<file path="src/rtl/jk_counter_driver.sv">
// rtl/jk_counter_driver.sv - JK excitation driver for a negedge-clocked modulo-MOD flop bank.
// Keeps a shadow count, issues per-bit J/K each posedge and latches a sticky feedback error.
module jk_counter_driver #(
  parameter int WIDTH      = 4,
  parameter int MOD        = 10,
  parameter bit USE_TOGGLE = 1'b0
) (
  input  logic             Clk,
  input  logic             Reset,
  input  logic             En,
  input  logic             Up,
  input  logic             Load,
  input  logic [WIDTH-1:0] LoadVal,
  input  logic [WIDTH-1:0] Q_fb,
  output logic [WIDTH-1:0] J,
  output logic [WIDTH-1:0] K,
  output logic [WIDTH-1:0] Count,
  output logic             Tc,
  output logic             Err
);

  typedef enum logic [1:0] {S_INIT, S_RUN, S_FAULT} state_t;

  localparam logic [WIDTH:0]   MOD_W = (WIDTH+1)'(MOD);
  localparam logic [WIDTH-1:0] TOP   = WIDTH'(MOD - 1);

  state_t           state_q;
  logic [WIDTH-1:0] count_q, j_q, k_q;
  logic             tc_q, err_q;

  logic [WIDTH-1:0] t_d, j_d, k_d;
  logic             wrap_d;

  always_comb begin
    t_d    = count_q;
    wrap_d = 1'b0;
    if (Load) begin
      t_d = ({1'b0, LoadVal} < MOD_W) ? LoadVal : '0;
    end else if (En && Up) begin
      wrap_d = (count_q == TOP);
      t_d    = wrap_d ? '0 : count_q + 1'b1;
    end else if (En) begin
      wrap_d = (count_q == '0);
      t_d    = wrap_d ? TOP : count_q - 1'b1;
    end
    // Toggle mode drives every changing bit with 11; otherwise a plain set/clear.
    if (USE_TOGGLE) begin
      j_d = count_q ^ t_d;
      k_d = count_q ^ t_d;
    end else begin
      j_d = t_d & ~count_q;
      k_d = count_q & ~t_d;
    end
  end

  always_ff @(posedge Clk) begin
    if (Reset) begin
      state_q <= S_INIT;
      count_q <= '0;
      j_q     <= '0;
      k_q     <= '0;
      tc_q    <= 1'b0;
      err_q   <= 1'b0;
    end else begin
      case (state_q)
        S_INIT: begin
          state_q <= S_RUN;
          count_q <= '0;
          j_q     <= '0;
          k_q     <= '0;
          tc_q    <= 1'b0;
        end
        S_RUN: begin
          if (Q_fb != count_q) begin
            state_q <= S_FAULT;
            err_q   <= 1'b1;
            j_q     <= '0;
            k_q     <= '0;
            tc_q    <= 1'b0;
          end else begin
            count_q <= t_d;
            j_q     <= j_d;
            k_q     <= k_d;
            tc_q    <= wrap_d;
          end
        end
        default: begin
          state_q <= S_FAULT;
          err_q   <= 1'b1;
          j_q     <= '0;
          k_q     <= '0;
          tc_q    <= 1'b0;
        end
      endcase
    end
  end

  assign J     = j_q;
  assign K     = k_q;
  assign Count = count_q;
  assign Tc    = tc_q;
  assign Err   = err_q;

endmodule
</file>
<file path="config.mk">
export PLATFORM = sky130hd
export DESIGN_NAME = jk_counter_driver
export DESIGN_NICKNAME = d
export VERILOG_FILES = /design/src/rtl/jk_counter_driver.sv
export SDC_FILE = /design/constraint.sdc
export NUM_CORES = 1
export LEC_CHECK = 0
export ABC_CLOCK_PERIOD_IN_PS = 2029
export BUFFER_PORTS_ARGS = -buffer_cell sky130_fd_sc_hd__buf_2
export CORE_UTILIZATION = 49
export DETAILED_ROUTE_END_ITERATION = 12
export HOLD_SLACK_MARGIN = 0.02
export PLACE_DENSITY = 0.87
export REMOVE_ABC_BUFFERS = 1
export SLEW_MARGIN = 20
export SYNTH_ARGS = -nofsm -noshare
export SYNTH_HDL_FRONTEND = slang
export SYNTH_SLANG_ARGS = --single-unit
</file>
<file path="constraint.sdc">
create_clock -name Clk -period 2.03 [get_ports Clk]
set_input_delay 0.203 -clock Clk [delete_from_list [all_inputs] [get_ports Clk]]
set_output_delay 0.203 -clock Clk [all_outputs]
set_load 0.02 [all_outputs]
</file>
==> metrics.md, run 1 <==
| Metric | Value |
|---|---|
| CP cell instances | xor2_1 > nor4_4 > nand3_4 > a31oi_1 > and2_1 |
| Clk_lat worst skew | about 0.3 ns |
| Largest cells by area after synthesis | dfxtp_1 (37%), nor3_1 (4.0%), xor2_1 (4.0%) |
| Wire per inst | 14.4 um |
| Yosys top cell area share | between 30% and 40% |
| WP data arrival | between 1.5 and 2 ns |
| Post-Route WL | a little over 2000 um |
| EDFF count, synth | 0 |
| Multiplexer share of the synthesized area | 0% |
| Post-Syn Area | 867 um^2 |
| DR pass1 iterations | 6 |
| Reg-to-Reg End | J[2] |
| Final worst path period need | about 1.6 ns |
| Critical path's top delay family | simple AND/OR/NAND/NOR gates |
| Largest family of logic cells by synthesized area | simple AND/OR/NAND/NOR gates |
| Vias in the first global route | slightly below 800 |
| Hold Startpoint | Reset |
| Setup TNS | 0 ns |
| DRT iter0 DRCs | 35 |
| FILL cells | approximately 140 |
| Simple-gate share of the synthesized area | 26.0% |
| Most frequent cells in the layout | buf_2 (26), dfxtp_1 (16), inv_1 (8), nand2_1 (8), nor3_1 (7) |
| Layout cells sized above 1 | between 20% and 30% |
| CP Class | flop to flop |
| Multi-input gate area | between 400 and 500 um^2 |
| Initial antenna violation count | 0 |
| Slew Limit Headroom | 69.2% |
| Die width | between 40 and 50 um |
| Die height | between 40 and 50 um |
| Hpwl dp | roughly 1500 um |
| Hold path depth | 2 |
| Syn avg cell area | ~8.6 um^2 |
| First-pass GRT wire length | between 3000 and 4000 um |
| Synth unique cells | 35 |
| FFs w/ async S/R, synth | 0% |
| Clock buffer count from CTS | 3 |
| Setup WS post-layout | 0.400 ns |
| Via count | approximately 850 |
| Postcts setup bufs | 0 |
| Hold Path End | Count[0] |
| Cell taking the most area after synthesis | dfxtp_1 |
| Clk pin slew, worst setup/hold paths | about 0.10 ns |
| Crit path buffers/inverters | 0 |
| Total power | approximately 0.64 mW |
| Grt ovf | 0 |
| Synth Area in Compound Gates | a little under a quarter |
| Worst-Margin Slew | roughly 0.46 ns |
| VDD IR max | between 0.5 and 0.6 mV |
| Final Hold Viols | 0 |
| Hold WS | 0.106 ns |
| P_leak | 0.485 nW |
| Number of synthesized register bits | 16 |
| Die area | between 1500 and 2000 um^2 |
| Diode count | 0 |
| Most common cell after layout, fill and taps aside | buf_2 |
| Total GRT Usage | ~24% |
| Clock root cell | clkbuf_4 |
| Status | finished clean |
| Io pins | 27 |
| Clock sinks | 16 |
| Flop2flop setup slack | 0.40 ns |
| Critical Path RT | between 2 and 2.5 ns |
| Yosys synthesis warning count | 0 |
| Nets | 140 |
| Critical Path End Type | flop |
| CP Max Fanout | 6 |
| Period utilisation layout | between 80% and 90% |
| F_max | between 600 and 700 MHz |
| Crit start category | flop |
| GP Congestion | ~0.84 |
| Power density over cell area | just over 600 nW/um^2 |
| Dpl ws | between 0.4 and 0.5 ns |
| Largest net degree at the start of global routing | 17 |
| Vias per cell | 5.97 |
| Post-synthesis sequential area ratio | a little under two fifths |
| Post-layout util | 65.6% |
| Register Area | 320 um^2 |
| Fraction of synthesized cell area in xor and xnor cells | 6.06% |
| TritonCTS clock tree | built |
| Clock Skews | between 0.007 and 0.008 ns |
| RR Startpoint | Count[1] |
| Tightest Hold Check Type | input pin to flop |
| Adder-Cell Fraction of Synth Area | 0% |
| Post-route ant nets | 0 |
| RSZ-0062 raised after global routing | no |
| Slowest stage cell, crit path | nor4_4 |
| CTS HTree Levels | 1 |
| # setup viols final | 0 |
| CORE AREA | ~1600 um^2 |
| Synth-to-Final Area Change | 19.3% |
| Maximum clock path buffer count | 2 |
| Port bufs | 26 |
| Post-Synthesis Cells | slightly above 100 |
| Ys flop type | dfxtp_1 |
| Starting Density | 55.0% |
| Cts repair resizes | 0 |
| FP Rows | 14 |
| Crit path largest cell delay | about 0.49 ns |
| Max-slew violation count | 0 |
| Hold_buf cts | 0 |
| Drt drc | 0 |
| Reg2Reg Depth | 5 |
| Max-capacitance violation count | 0 |
layout make-up:
type	count	share of cell area, %
clock buffer	4	3.51
inverter	8	2.90
multi-input combinational	69	45.9
sequential	16	31.0
tap	16	1.93
timing repair buffer	29	14.8
metrics by stage:
stage / area [um^2] / cells
finish: 1030 / 142
global route: 1030 / 142
CTS: 1030 / 142
detailed placement: 998 / 138
global placement: 998 / 138
floorplan: 826 / 93
state kept, by name (all words and copies together) (netlist names):
register and flops:
state_q 2, J 4, Tc 1, Count 4, K 4, Err 1
cells in the mapped netlist (all sizes together) (2+ instances only):
master and number:
a21o 4, a31oi 2, a32oi 2, and3 4, buf 4, clkbuf 4, dfxtp 16, inv 8
nand2 8, nand3 2, nand3b 2, nand4 3, nor2 6, nor3 7, nor3b 2, o2111ai 2
o21ai 5, xnor2 2, xor2 4
layer usage:
metal / share of wire, % / wire [um] / vias to the layer above / global-route usage, %
met1: 42 / 855 / 392 / 29.7
met2: 49 / 1010 / 42 / 38.2
li1: - / - / 412 / -
met3: 7.5 / 154 / 2 / 6.53
met4: 1.3 / 27 / 0 / 13.3
met5: 0 / 0 / - / 0
cell families (layout without fill, tap and decap cells):
kind of cell    Yosys count  after routing
compound gates           25             25
xor+xnor                  6              6
buf+inv                  16             41
flops                    16             16
simple gates             38             38
how the worst max path moves through the flow:
stage                to  slack (ns)  cells after the start  startpoint
3_5_place_dp   Count[2]        0.43                      4    Count[1]
3_3_place_gp       J[2]        0.51                      5    Count[1]
5_1_grt            J[2]        0.29                      5    Count[2]
4_1_cts        Count[2]        0.42                      4    Count[1]
2_1_floorplan      K[0]        0.20                      4    Count[0]
6_report           J[2]        0.40                      5    Count[1]
where the power goes:
part / switching (mW) / internal (mW) / total [mW] / leakage (nW)
Clock: 0.109 / 0.110 / 0.218 / 0.0210
Combinational: 0.0542 / 0.0323 / 0.0865 / 0.334
Sequential: 0.00924 / 0.324 / 0.333 / 0.130
Total: 0.172 / 0.466 / 0.638 / 0.485
No activity file was read; power rests on OpenSTA's default activity.
==> run 2, diff against run 1 <==
ABC_AREA = 1   (was unset)
ABC_CLOCK_PERIOD_IN_PS = 1500   (was 2029)
clock period = 1.5 ns   (was 2.03 ns; I/O delays follow)
==> metrics.md, run 2 <==
| Metric | Value |
|---|---|
| Diode count | 0 (unchanged) |
| Ys flop type | dfxtp_1 (unchanged) |
| Max-capacitance violation count | 0 (unchanged) |
| Initial antenna violation count | 0 (unchanged) |
| WP data arrival | 1.54 ns (was 1.89 ns) |
| Status | complete, but fails checks (was finished clean) |
| Slew Limit Headroom | 76.0% (was 69.2%) |
| Dpl ws | 0.136 ns (was 0.432 ns) |
| Commonest cells post-synth | nand2_1 (29), dfxtp_1 (16), inv_1 (15) (was dfxtp_1 (16), inv_1 (8), nand2_1 (8)) |
| VDD IR max | 0.704 mV (was 0.517 mV) |
| CP Class | flop to flop (unchanged) |
| CORE AREA | 1580 um^2 (unchanged) |
| Die area | 1920 um^2 (was 1940 um^2) |
| Synth-to-Final Area Change | 17.3% (was 19.3%) |
| Largest cells by area after synthesis | dfxtp_1 (37%), nand2_1 (13%), inv_1 (6.6%) (was dfxtp_1 (37%), nor3_1 (4.0%), xor2_1 (4.0%)) |
| P_leak | 0.556 nW (was 0.485 nW) |
| Total power | 0.830 mW (was 0.638 mW) |
| Post-synthesis sequential area ratio | 37.3% (was 36.9%) |
| Die width | 43.9 um (was 44.1 um) |
| Hold Startpoint | Reset (unchanged) |
| Clk pin slew, worst setup/hold paths | 0.09 ns (was 0.10 ns) |
| CP cell instances | xor2_1 > nor2_2 > nand2_2 > nor2_8 > nand2_1 > a21oi_1 (was xor2_1 > nor4_4 > nand3_4 > a31oi_1 > and2_1) |
| EDFF count, synth | 0 (unchanged) |
| Post-Route WL | 1750 um (was 2050 um) |
| RSZ-0062 raised after global routing | no (unchanged) |
| Largest net degree at the start of global routing | 11 (was 17) |
| Via count | 833 (was 848) |
| CTS HTree Levels | 1 (unchanged) |
| RR Startpoint | Count[3] (was Count[1]) |
| GP Congestion | 0.806 (was 0.840) |
| Critical Path RT | 1.70 ns (was 2.29 ns) |
| Setup WS post-layout | 0.162 ns (was 0.400 ns) |
| Io pins | 27 (unchanged) |
| F_max | 747 MHz (was 613 MHz) |
| CP Max Fanout | 10 (was 6) |
| Final Hold Viols | 0 (unchanged) |
| Reg-to-Reg End | K[2] (was J[2]) |
| Wire per inst | 10.8 um (was 14.4 um) |
| Worst-Margin Slew | 0.360 ns (was 0.459 ns) |
| # setup viols final | 0 (unchanged) |
| Placed cells | 158 (was 138) |
| Cell taking the most area after synthesis | dfxtp_1 (unchanged) |
| DR pass1 iterations | 10 (was 6) |
| Vias per cell | 5.14 (was 5.97) |
| Post-Syn Area | 858 um^2 (was 867 um^2) |
| Crit path buffers/inverters | 0 (unchanged) |
| Die height | 43.9 um (was 44.1 um) |
| Vias in the first global route | 719 (was 790) |
| Drt drc | 1 (was 0) |
| Most common cell after layout, fill and taps aside | nand2_1 (was buf_2) |
| Nets | 160 (was 140) |
| Crit start category | flop (unchanged) |
| Power density over cell area | 824 nW/um^2 (was 616 nW/um^2) |
| Hpwl dp | 1350 um (was 1540 um) |
| Max-slew violation count | 0 (unchanged) |
| Crit path largest cell delay | 0.54 ns (was 0.49 ns) |
| Post-route ant nets | 0 (unchanged) |
| Tightest Hold Check Type | input pin to flop (unchanged) |
| FP Rows | 14 (unchanged) |
| Count leader, synth | nand2_1 (was dfxtp_1) |
| Clock Skews | 0.00620 ns (was 0.00704 ns) |
| Reg2Reg Depth | 6 (was 5) |
| Total GRT Usage | 21.1% (was 24.1%) |
| Period utilisation layout | 89.2% (was 80.3%) |
| Flop2flop setup slack | 0.16 ns (was 0.40 ns) |
| Setup TNS | 0 ns (unchanged) |
| Final worst path period need | 1.34 ns (was 1.63 ns) |
| Failing checks | design-rule violations |
| Grt ovf | 0 (unchanged) |
| Critical Path End Type | flop (unchanged) |
| Slowest stage cell, crit path | dfxtp_1 (was nor4_4) |
| Synth unique cells | 21 (was 35) |
| Maximum clock path buffer count | 2 (unchanged) |
| Number of synthesized register bits | 16 (unchanged) |
| Post-Synthesis Cells | 121 (was 101) |
| Yosys synthesis warning count | 0 (unchanged) |
| Worst Setup SP | Count[3] (was Count[1]) |
| Post-Layout Cell Count | 162 (was 142) |
| Port bufs | 26 (unchanged) |
| Clock buffer count from CTS | 3 (unchanged) |
| DRT iter0 DRCs | 41 (was 35) |
| First-pass GRT wire length | 3040 um (was 3380 um) |
| Starting Density | 54.4% (was 55.0%) |
| Levels on crit path | 6 (was 5) |
| Yosys top cell area share | 37.3% (was 36.9%) |
| Clock sinks | 16 (unchanged) |
| Critical path's top delay family | flip-flops (was simple AND/OR/NAND/NOR gates) |
| CP Capture Point | K[2] (was J[2]) |
| TritonCTS clock tree | built (unchanged) |
| Clock root cell | clkbuf_4 (unchanged) |
| FILL cells | 146 (was 144) |
| FFs w/ async S/R, synth | 0% (unchanged) |
| Clk_lat worst skew | 0.28 ns (was 0.30 ns) |
| Hold_buf cts | 0 (unchanged) |
| Most frequent cells in the layout | nand2_1 (29), buf_2 (26), inv_1 (15) (was buf_2 (26), dfxtp_1 (16), inv_1 (8), nand2_1 (8), nor3_1 (7)) |
| Layout cells sized above 1 | 31.5% (was 28.6%) |
| Syn avg cell area | 7.09 um^2 (was 8.58 um^2) |
-- run 2: cell types whose count changed in the layout (fill, tap and decap cells not counted), sizes merged, moves of 3 or more --
cell | previous run | this run
nand2 | 8 | 30
nor2 | 6 | 19
nand3 | 2 | 14
inv | 8 | 16
a21o | 4 | 0
a21oi | 1 | 5
and3 | 4 | 0
buf | 29 | 26
nor3 | 7 | 4
-- run 2: repair_timing --
action,CTS,global route
resized for setup,0,3
setup buffers,0,0
endpoints found under the hold margin,0,0
setup endpoints to repair,0,3
-- run 2: worst min-delay path by stage --
stage	end	slack, ns	depth (start not counted)
CTS	state_q[0]	0.03	2
global route	state_q[0]	0.03	2
floorplan	Tc	0.22	1
detailed placement	state_q[0]	0.33	2
finish	state_q[0]	0.03	2
global placement	state_q[0]	0.32	2
-- run 2: final cells by class --
| type | count | area [um^2] | area share, % |
|---|---|---|---|
| Clock buffer | 4 | 36.3 | 3.60 |
| Inverter | 16 | 60.1 | 5.96 |
| Multi-Input combinational cell | 84 | 437 | 43.4 |
| Sequential cell | 16 | 324 | 32.2 |
| Tap cell | 16 | 20.0 | 1.99 |
| Timing Repair Buffer | 26 | 130 | 12.9 |
-- run 2: metal layers --
layer	GRT usage, %	vias to the layer above	share of wire (%)
met2	30.4	38	46
li1	-	424	-
met1	30.0	371	46
met3	5.42	0	8.3
met5	0	-	0
met4	8.48	0	0
-- run 2: worst register-to-register path: stages, from the launching register on --
cell and delay [ns]:
dfxtp_1 0.54, xor2_1 0.13, nor2_2 0.13, nand2_2 0.10, nor2_8 0.15, nand2_1 0.07, a21oi_1 0.14
-- run 2: cell families after synthesis --
kind of cell           share of synthesized area (%)
XOR/XNOR                                        4.08
flip-flops                                      37.3
AND/OR/NAND/NOR                                 41.0
buffers and inverters                           11.8
AO/OA/AOI/OAI                                   5.83
-- run 2: power by group --
group | internal [mW] | switching, mW | total (mW)
clock | 0.148 | 0.131 | 0.279
sequential | 0.436 | 0.00603 | 0.442
combinational | 0.0405 | 0.0688 | 0.109
total | 0.624 | 0.206 | 0.830
-- run 2: through the flow --
stage	utilization, %	cell area, um^2	hold slack, ns
5_1_grt	63.9	1010	0.0263
6_report	63.9	1010	0.0331
2_1_floorplan	-	817	0.219
3_5_place_dp	61.3	967	0.329
4_1_cts	63.7	1000	0.0305
3_3_place_gp	61.3	967	0.320
